[config.mk]
export PLATFORM = sky130hd
export DESIGN_NAME = bram_dp_be_pipe_flat
export DESIGN_NICKNAME = d
export VERILOG_FILES = /design/src/rtl/bram_dp_be_pipe_if.sv /design/src/rtl/bram_dp_be_pipe.sv /design/src/flat_wrapper.sv
export SDC_FILE = /design/constraint.sdc
export NUM_CORES = 2
export LEC_CHECK = 0
export ABC_AREA = 1
export BUFFER_PORTS_ARGS = -buffer_cell sky130_fd_sc_hd__buf_2
export CAP_MARGIN = 30
export CORE_MARGIN = 3
export CORE_UTILIZATION = 43
export CTS_CLUSTER_DIAMETER = 120
export DETAILED_ROUTE_END_ITERATION = 10
export PLACE_DENSITY = 0.57
export SLEW_MARGIN = 10
export SYNTH_ARGS = -nofsm -noshare
export SYNTH_HDL_FRONTEND = slang
export SYNTH_SLANG_ARGS = --single-unit
[constraint.sdc]
create_clock -name clk -period 3 [get_ports clk]
set_input_delay 0.15 -clock clk [delete_from_list [all_inputs] [get_ports clk]]
set_output_delay 0.15 -clock clk [all_outputs]
set_load 0.005 [all_outputs]
[src/rtl/bram_dp_be_pipe_if.sv]
// Write/read/clear bus of the byte-enable dual-port BRAM.
// The requester drives the master side; the memory implements the slave side.
interface bram_dp_be_pipe_if #(
    parameter int ADDRESSWIDTH = 6,
    parameter int BITWIDTH     = 64,
    parameter int LANES        = 8
);
    logic                    wr_en;
    logic [ADDRESSWIDTH-1:0] wr_addr;
    logic [LANES-1:0]        wr_be;
    logic [BITWIDTH-1:0]     wr_data;
    logic                    rd_en;
    logic [ADDRESSWIDTH-1:0] rd_addr;
    logic [BITWIDTH-1:0]     rd_data;
    logic                    rd_valid;
    logic                    init_req;
    logic                    init_busy;

    modport master (
        output wr_en, wr_addr, wr_be, wr_data, rd_en, rd_addr, init_req,
        input  rd_data, rd_valid, init_busy
    );

    modport slave (
        input  wr_en, wr_addr, wr_be, wr_data, rd_en, rd_addr, init_req,
        output rd_data, rd_valid, init_busy
    );
endinterface

[src/rtl/bram_dp_be_pipe.sv]
// Simple dual-port BRAM: byte-lane write port, 1- or 2-cycle pipelined read port,
// optional same-address write->read bypass and a zeroing clear engine.
module bram_dp_be_pipe #(
    parameter int ADDRESSWIDTH   = 6,
    parameter int DEPTH          = 34,
    parameter int BITWIDTH       = 64,
    parameter int LANES          = 8,
    parameter int RD_LATENCY     = 1,
    parameter int BYPASS         = 1,
    parameter int CLEAR_ON_RESET = 1
) (
    input  logic              clk,
    input  logic              reset_n,
    bram_dp_be_pipe_if.slave  bus
);

    localparam int LANE_W = BITWIDTH / LANES;
    localparam int IDX_W  = (DEPTH > 1) ? $clog2(DEPTH) : 1;
    localparam logic [ADDRESSWIDTH:0] DEPTH_A  = (ADDRESSWIDTH + 1)'(DEPTH);
    localparam logic [IDX_W-1:0]      LAST_IDX = IDX_W'(DEPTH - 1);

    generate
        if (RD_LATENCY != 1 && RD_LATENCY != 2) begin : g_bad_latency
            $error("bram_dp_be_pipe: RD_LATENCY must be 1 or 2");
        end
        if (BITWIDTH % LANES != 0) begin : g_bad_lanes
            $error("bram_dp_be_pipe: BITWIDTH must be a multiple of LANES");
        end
        if (DEPTH > (2 ** ADDRESSWIDTH)) begin : g_bad_depth
            $error("bram_dp_be_pipe: DEPTH exceeds the address space");
        end
    endgenerate

    // Lane-wise merge: lanes with be=1 come from nw, the rest from old.
    function automatic logic [BITWIDTH-1:0] merge_lanes(
        input logic [BITWIDTH-1:0] old,
        input logic [BITWIDTH-1:0] nw,
        input logic [LANES-1:0]    be
    );
        logic [BITWIDTH-1:0] res;
        res = old;
        for (int i = 0; i < LANES; i++) begin
            if (be[i]) res[i*LANE_W +: LANE_W] = nw[i*LANE_W +: LANE_W];
        end
        return res;
    endfunction

    typedef enum logic {IDLE, CLEAR} state_t;

    state_t           state, state_nxt;
    logic [IDX_W-1:0] cnt, cnt_nxt;
    logic             busy;

    logic [BITWIDTH-1:0] mem [DEPTH];

    logic                wr_in_range, rd_in_range;
    logic                wr_ok, rd_ok;
    logic [IDX_W-1:0]    wr_idx, rd_idx;
    logic [BITWIDTH-1:0] rd_old, rd_word;

    assign busy        = (state == CLEAR);
    assign wr_in_range = ({1'b0, bus.wr_addr} < DEPTH_A);
    assign rd_in_range = ({1'b0, bus.rd_addr} < DEPTH_A);
    assign wr_ok       = bus.wr_en && !busy && wr_in_range;
    assign rd_ok       = bus.rd_en && !busy;
    assign wr_idx      = bus.wr_addr[IDX_W-1:0];
    assign rd_idx      = bus.rd_addr[IDX_W-1:0];

    always_ff @(posedge clk or negedge reset_n) begin
        if (!reset_n) begin
            state <= (CLEAR_ON_RESET != 0) ? CLEAR : IDLE;
            cnt   <= '0;
        end else begin
            state <= state_nxt;
            cnt   <= cnt_nxt;
        end
    end

    // init_req while already clearing is ignored; the sweep is never restarted.
    always_comb begin
        state_nxt = state;
        cnt_nxt   = cnt;
        case (state)
            IDLE: begin
                if (bus.init_req) state_nxt = CLEAR;
            end
            CLEAR: begin
                if (cnt == LAST_IDX) begin
                    state_nxt = IDLE;
                    cnt_nxt   = '0;
                end else begin
                    cnt_nxt = cnt + IDX_W'(1);
                end
            end
            default: state_nxt = IDLE;
        endcase
    end

    // Array storage is deliberately not reset; the clear engine zeroes it instead.
    always_ff @(posedge clk) begin
        if (busy) begin
            mem[cnt] <= '0;
        end else if (wr_ok) begin
            for (int i = 0; i < LANES; i++) begin
                if (bus.wr_be[i]) mem[wr_idx][i*LANE_W +: LANE_W] <= bus.wr_data[i*LANE_W +: LANE_W];
            end
        end
    end

    always_comb begin
        rd_old = '0;
        if (rd_in_range) rd_old = mem[rd_idx];
        rd_word = rd_old;
        if (BYPASS != 0 && wr_ok && rd_in_range && (bus.wr_addr == bus.rd_addr)) begin
            rd_word = merge_lanes(rd_old, bus.wr_data, bus.wr_be);
        end
    end

    // Stage p0: array word captured at the accepting edge, so later writes cannot disturb it.
    logic                vld_p0;
    logic [BITWIDTH-1:0] data_p0;

    always_ff @(posedge clk or negedge reset_n) begin
        if (!reset_n) begin
            vld_p0  <= 1'b0;
            data_p0 <= '0;
        end else begin
            vld_p0 <= rd_ok;
            if (rd_ok) data_p0 <= rd_word;
        end
    end

    generate
        if (RD_LATENCY == 2) begin : g_lat2
            // Stage p1: extra output register; data only advances with a valid word.
            logic                vld_p1;
            logic [BITWIDTH-1:0] data_p1;

            always_ff @(posedge clk or negedge reset_n) begin
                if (!reset_n) begin
                    vld_p1  <= 1'b0;
                    data_p1 <= '0;
                end else begin
                    vld_p1 <= vld_p0;
                    if (vld_p0) data_p1 <= data_p0;
                end
            end

            assign bus.rd_valid = vld_p1;
            assign bus.rd_data  = data_p1;
        end else begin : g_lat1
            assign bus.rd_valid = vld_p0;
            assign bus.rd_data  = data_p0;
        end
    endgenerate

    assign bus.init_busy = busy;

endmodule

[src/flat_wrapper.sv]
// flat-port wrapper written by rule: the top's interface ports become plain ports
module bram_dp_be_pipe_flat 
#(
    parameter int ADDRESSWIDTH   = 6,
    parameter int DEPTH          = 34,
    parameter int BITWIDTH       = 64,
    parameter int LANES          = 8,
    parameter int RD_LATENCY     = 1,
    parameter int BYPASS         = 1,
    parameter int CLEAR_ON_RESET = 1
)
  (clk, reset_n, bus_wr_en, bus_wr_addr, bus_wr_be, bus_wr_data, bus_rd_en, bus_rd_addr, bus_init_req, bus_rd_data, bus_rd_valid, bus_init_busy);
  bram_dp_be_pipe_if #(.ADDRESSWIDTH(ADDRESSWIDTH), .BITWIDTH(BITWIDTH), .LANES(LANES)) bus_i ();
  input  logic clk;
  input  logic reset_n;
  input wire logic [$bits(bus_i.wr_en)-1:0] bus_wr_en;
  input wire logic [$bits(bus_i.wr_addr)-1:0] bus_wr_addr;
  input wire logic [$bits(bus_i.wr_be)-1:0] bus_wr_be;
  input wire logic [$bits(bus_i.wr_data)-1:0] bus_wr_data;
  input wire logic [$bits(bus_i.rd_en)-1:0] bus_rd_en;
  input wire logic [$bits(bus_i.rd_addr)-1:0] bus_rd_addr;
  input wire logic [$bits(bus_i.init_req)-1:0] bus_init_req;
  output wire logic [$bits(bus_i.rd_data)-1:0] bus_rd_data;
  output wire logic [$bits(bus_i.rd_valid)-1:0] bus_rd_valid;
  output wire logic [$bits(bus_i.init_busy)-1:0] bus_init_busy;
  assign bus_i.wr_en = bus_wr_en;
  assign bus_i.wr_addr = bus_wr_addr;
  assign bus_i.wr_be = bus_wr_be;
  assign bus_i.wr_data = bus_wr_data;
  assign bus_i.rd_en = bus_rd_en;
  assign bus_i.rd_addr = bus_rd_addr;
  assign bus_i.init_req = bus_init_req;
  assign bus_rd_data = bus_i.rd_data;
  assign bus_rd_valid = bus_i.rd_valid;
  assign bus_init_busy = bus_i.init_busy;
  bram_dp_be_pipe #(.ADDRESSWIDTH(ADDRESSWIDTH), .DEPTH(DEPTH), .BITWIDTH(BITWIDTH), .LANES(LANES), .RD_LATENCY(RD_LATENCY), .BYPASS(BYPASS), .CLEAR_ON_RESET(CLEAR_ON_RESET)) u_core (.clk(clk), .reset_n(reset_n), .bus(bus_i));
endmodule
==> impl_metrics.toml <==
[detailed_routing]
vias = 64820
ant_nets = 0
viasPerCell = 5.409
wirelength_microns = 280400
drc = 0
dr.pass1.iters = 6
wire_per_inst_microns = 23.40
first_iter_violations = 7318

[cells_and_area]
stdcell_area_sq_um = 110300
nets = 9036
seqCellArea_sq_um = 67150
multi_input_area_sq_um = 23320
area_growth_pct = 18.21
final_cells = 11980
utilization_pct = 51.23
drive_gt1_share_pct = 14.14
nFillCells = 18940

[floorplanning]
initial_core_util_pct = 43.34
ioPinCount = 155
die_area_sq_um = 222600
die_h_microns = 471.8
rows = 170
core_area_sq_um = 215300
die_width_microns = 471.8

[outcome]
status = "finished clean"

[place]
placed_cells = 11430
post_dp_cell_area_sq_um = 101600
pre_cts_ws_ps = 61.95
port_buffers = 154
gp_congestion = 0.8699
dp_hpwl_microns = 174800

[logic_synthesis]
ys_ff_latch = 2248
postSynthCellCount = 8361
syn_nets = 8452
synth_compound_area_share_pct = 5.906
yosys.cell_types.count = 33
avgSynthCellArea_sq_um = 11.16
yosys.area_share.simple_pct = 18.75
yosys-top-cells-area = "edfxtp_1 (70%), nor2_1 (8.4%), nand2_1 (5.2%), o21ai_0 (4.2%), nand3_1 (3.8%)"
synth_top_family_by_area = "simple AND/OR/NAND/NOR gates"
yosysWarningCount = 0
synthXorXnorAreaFrac_pct = 0.03755
synthesis.area_sq_um = 93290
ys_seq_area_share_pct = 71.97
synth.top_cell.area_share_pct = 70.04
muxShareOfSynthArea_pct = 0
netlist.top_cell.by_area = "edfxtp_1"
synth-adder-area-share_pct = 0.02682

[setup_path]
startpoint_type = "flop"
cpPeakStageDelay_ps = 550
r2r_slack_ps = 100
cp_cell_sequence = "nor2_4 -> o211ai_1 -> nand2_2 -> nor2_8 -> nand2_1 -> nand2_1 -> nand2_2 -> nor2_8 -> nand2_4 -> buf_12 -> nor2_1 -> buf_4"
endpoint_kind = "flop"
critPathRequiredTime_ps = 3570
r2r_cells = 12
timing.rr.start = "u_core.bus.init_busy"
r2r_end = "u_core.mem[10][52]"
cp.buffers_inverters = 2
critical_path_class = "flop to flop"
critPathMaxFanout = 13
cp_slowest_cell = "dfstp_2"
critical-path-top-delay-family = "simple AND/OR/NAND/NOR gates"
critPathArrivalTime_ps = 3470

[pwr]
power.density_nw_per_um2 = 691.7
p_leak_nw = 42.25
finalPower_mw = 76.28
ir_drop_uv = 664.5

[sta]
timing.final.crit_share_pct = 96.73
final_max_slew_viol_count = 0
slew_headroom_pct = 30.52
setup_viol = 0
fmax_ghz = 0.3446
tightest_slew_ps = 1042
rsz0062_at_grt = "no"
hold_viol = 0
finalSetupTns_ps = 0
fin_skew_ps = 28.03
hold_slack_ps = 41.14
fin_crit_ps = 2902
setup_ws_ps = 98.05

[global_route]
grt_usage_pct = 24.73
overflow = 0
grt_start_max_net_pins = 161
grt_pass1_wl_microns = 410800
antenna_found_initial = 11
grt_pass1_vias = 63800

[clock_tree]
insertion_delay_ps = 860
cts-root-buf = "clkbuf_16"
clkSinkCount = 2248
cts_tree = "yes"
h-tree-depth = 4
numCtsBuffers = 230
cts.path.max_buffers = 3
path_clk_slew_ps = 60

[run]
drv_cap = 0

[worst_hold_path]
worstHoldPathCells = 6
hp-class = "input pin to flop"
hold_start = "bus_wr_be[6]"
holdPathEnd = "u_core.bus.rd_data[52]"
==> cell type report <==
class	instances	area share, %
diodes	9	0.02042
clock buffers	311	5.659
clock inverters	112	1.060
inverters	281	0.9814
multi-input cells	5333	21.15
flip-flops and latches	2248	60.89
well taps	2838	3.220
repair buffers	851	7.027
==> power by group <==
| group | switching [mW] | internal, mW | total, mW |
|---|---|---|---|
| Sequential | 0.652 | 37.3 | 37.9 |
| Clock | 11.9 | 16.2 | 28.1 |
| Combinational | 6.96 | 3.27 | 10.2 |
==> cells in the final DEF, fill, tap and decap left out, drive strengths merged <==
cell type,instances
o22ai,3
o21ai,888
nand2,1343
nand4,3
nand3,711
o211ai,4
dfstp,1
clkinvlp,4
a21oi,194
clkinv,91
diode,9
bufinv,19
or2,76
nor2,2102
inv,279
a31oi,1
ha,2
dlygate4sd3,112
buf,739
xor2,3
clkbuf,311
edfxtp,2176
dfrtp,71
nor3,2
xnor2,1
==> state kept, by name, summed over array words and instances, names as in the netlist <==
name                  count
u_core.bus.rd_data       64
u_core.bus.rd_valid       1
u_core.bus.init_busy      1
u_core.mem             2176
u_core.cnt                6
==> worst max-delay path by stage <==
stage,slack [ps],start,to,cells after the start
final,100,u_core.bus.init_busy,u_core.mem[10][52],12
after global routing,30,u_core.bus.init_busy,u_core.bus.rd_data[49],10
after CTS,40,u_core.bus.init_busy,u_core.bus.rd_data[44],9
after detailed placement,60,u_core.bus.init_busy,u_core.mem[33][36],11
after global placement,70,u_core.bus.init_busy,u_core.mem[10][49],12
after floorplan,450,u_core.bus.init_busy,u_core.mem[0][10],8
==> worst register-to-register path: stages, from the launching register on <==
cell      delay [ps]
dfstp_2          550
nor2_4            60
o211ai_1         110
nand2_2          210
nor2_8           240
nand2_1           80
nand2_1          110
nand2_2          150
nor2_8           260
nand2_4          110
buf_12           170
nor2_1           320
buf_4            250
==> routing by layer <==
| metal | global-route usage, % | vias up | share of wire, % |
|---|---|---|---|
| met1 | 33.89 | 31890 | 42 |
| met4 | 9.165 | 18 | 3.8 |
| li1 | - | 29850 | - |
| met5 | 0 | - | 0.041 |
| met3 | 4.150 | 454 | 7.6 |
| met2 | 39.80 | 2610 | 47 |
==> logic make-up (layout without fill, tap and decap cells) <==
family | Yosys count | in the layout
simple gates | 4237 | 4237
buf+inv | 780 | 1555
xor+xnor | 4 | 4
fa+ha+maj | 2 | 2
other cells | 0 | 9
flops | 2248 | 2248
compound gates | 1090 | 1090
==> cells in the mapped netlist (all sizes together) <==
cell type  instances
clkinv             8
inv              273
a31oi              1
nand2           1343
a21oi            194
clkbuf           312
nand3            711
nor2            2102
dfrtp             71
edfxtp          2176
o22ai              3
xnor2              1
nand4              3
nor3               2
o211ai             4
xor2               3
or2               76
ha                 2
buf              187
o21ai            888
dfstp              1
==> repair_timing <==
| action | in CTS | in global routing |
|---|---|---|
| resized for setup | 0 | 17 |
| buffers inserted | 0 | 8 |
| endpoints found under the setup margin | 0 | 143 |
| endpoints found under the hold margin | 1700 | 0 |
| hold buffers | 112 | 0 |
Power figures use the tool's default switching activity.
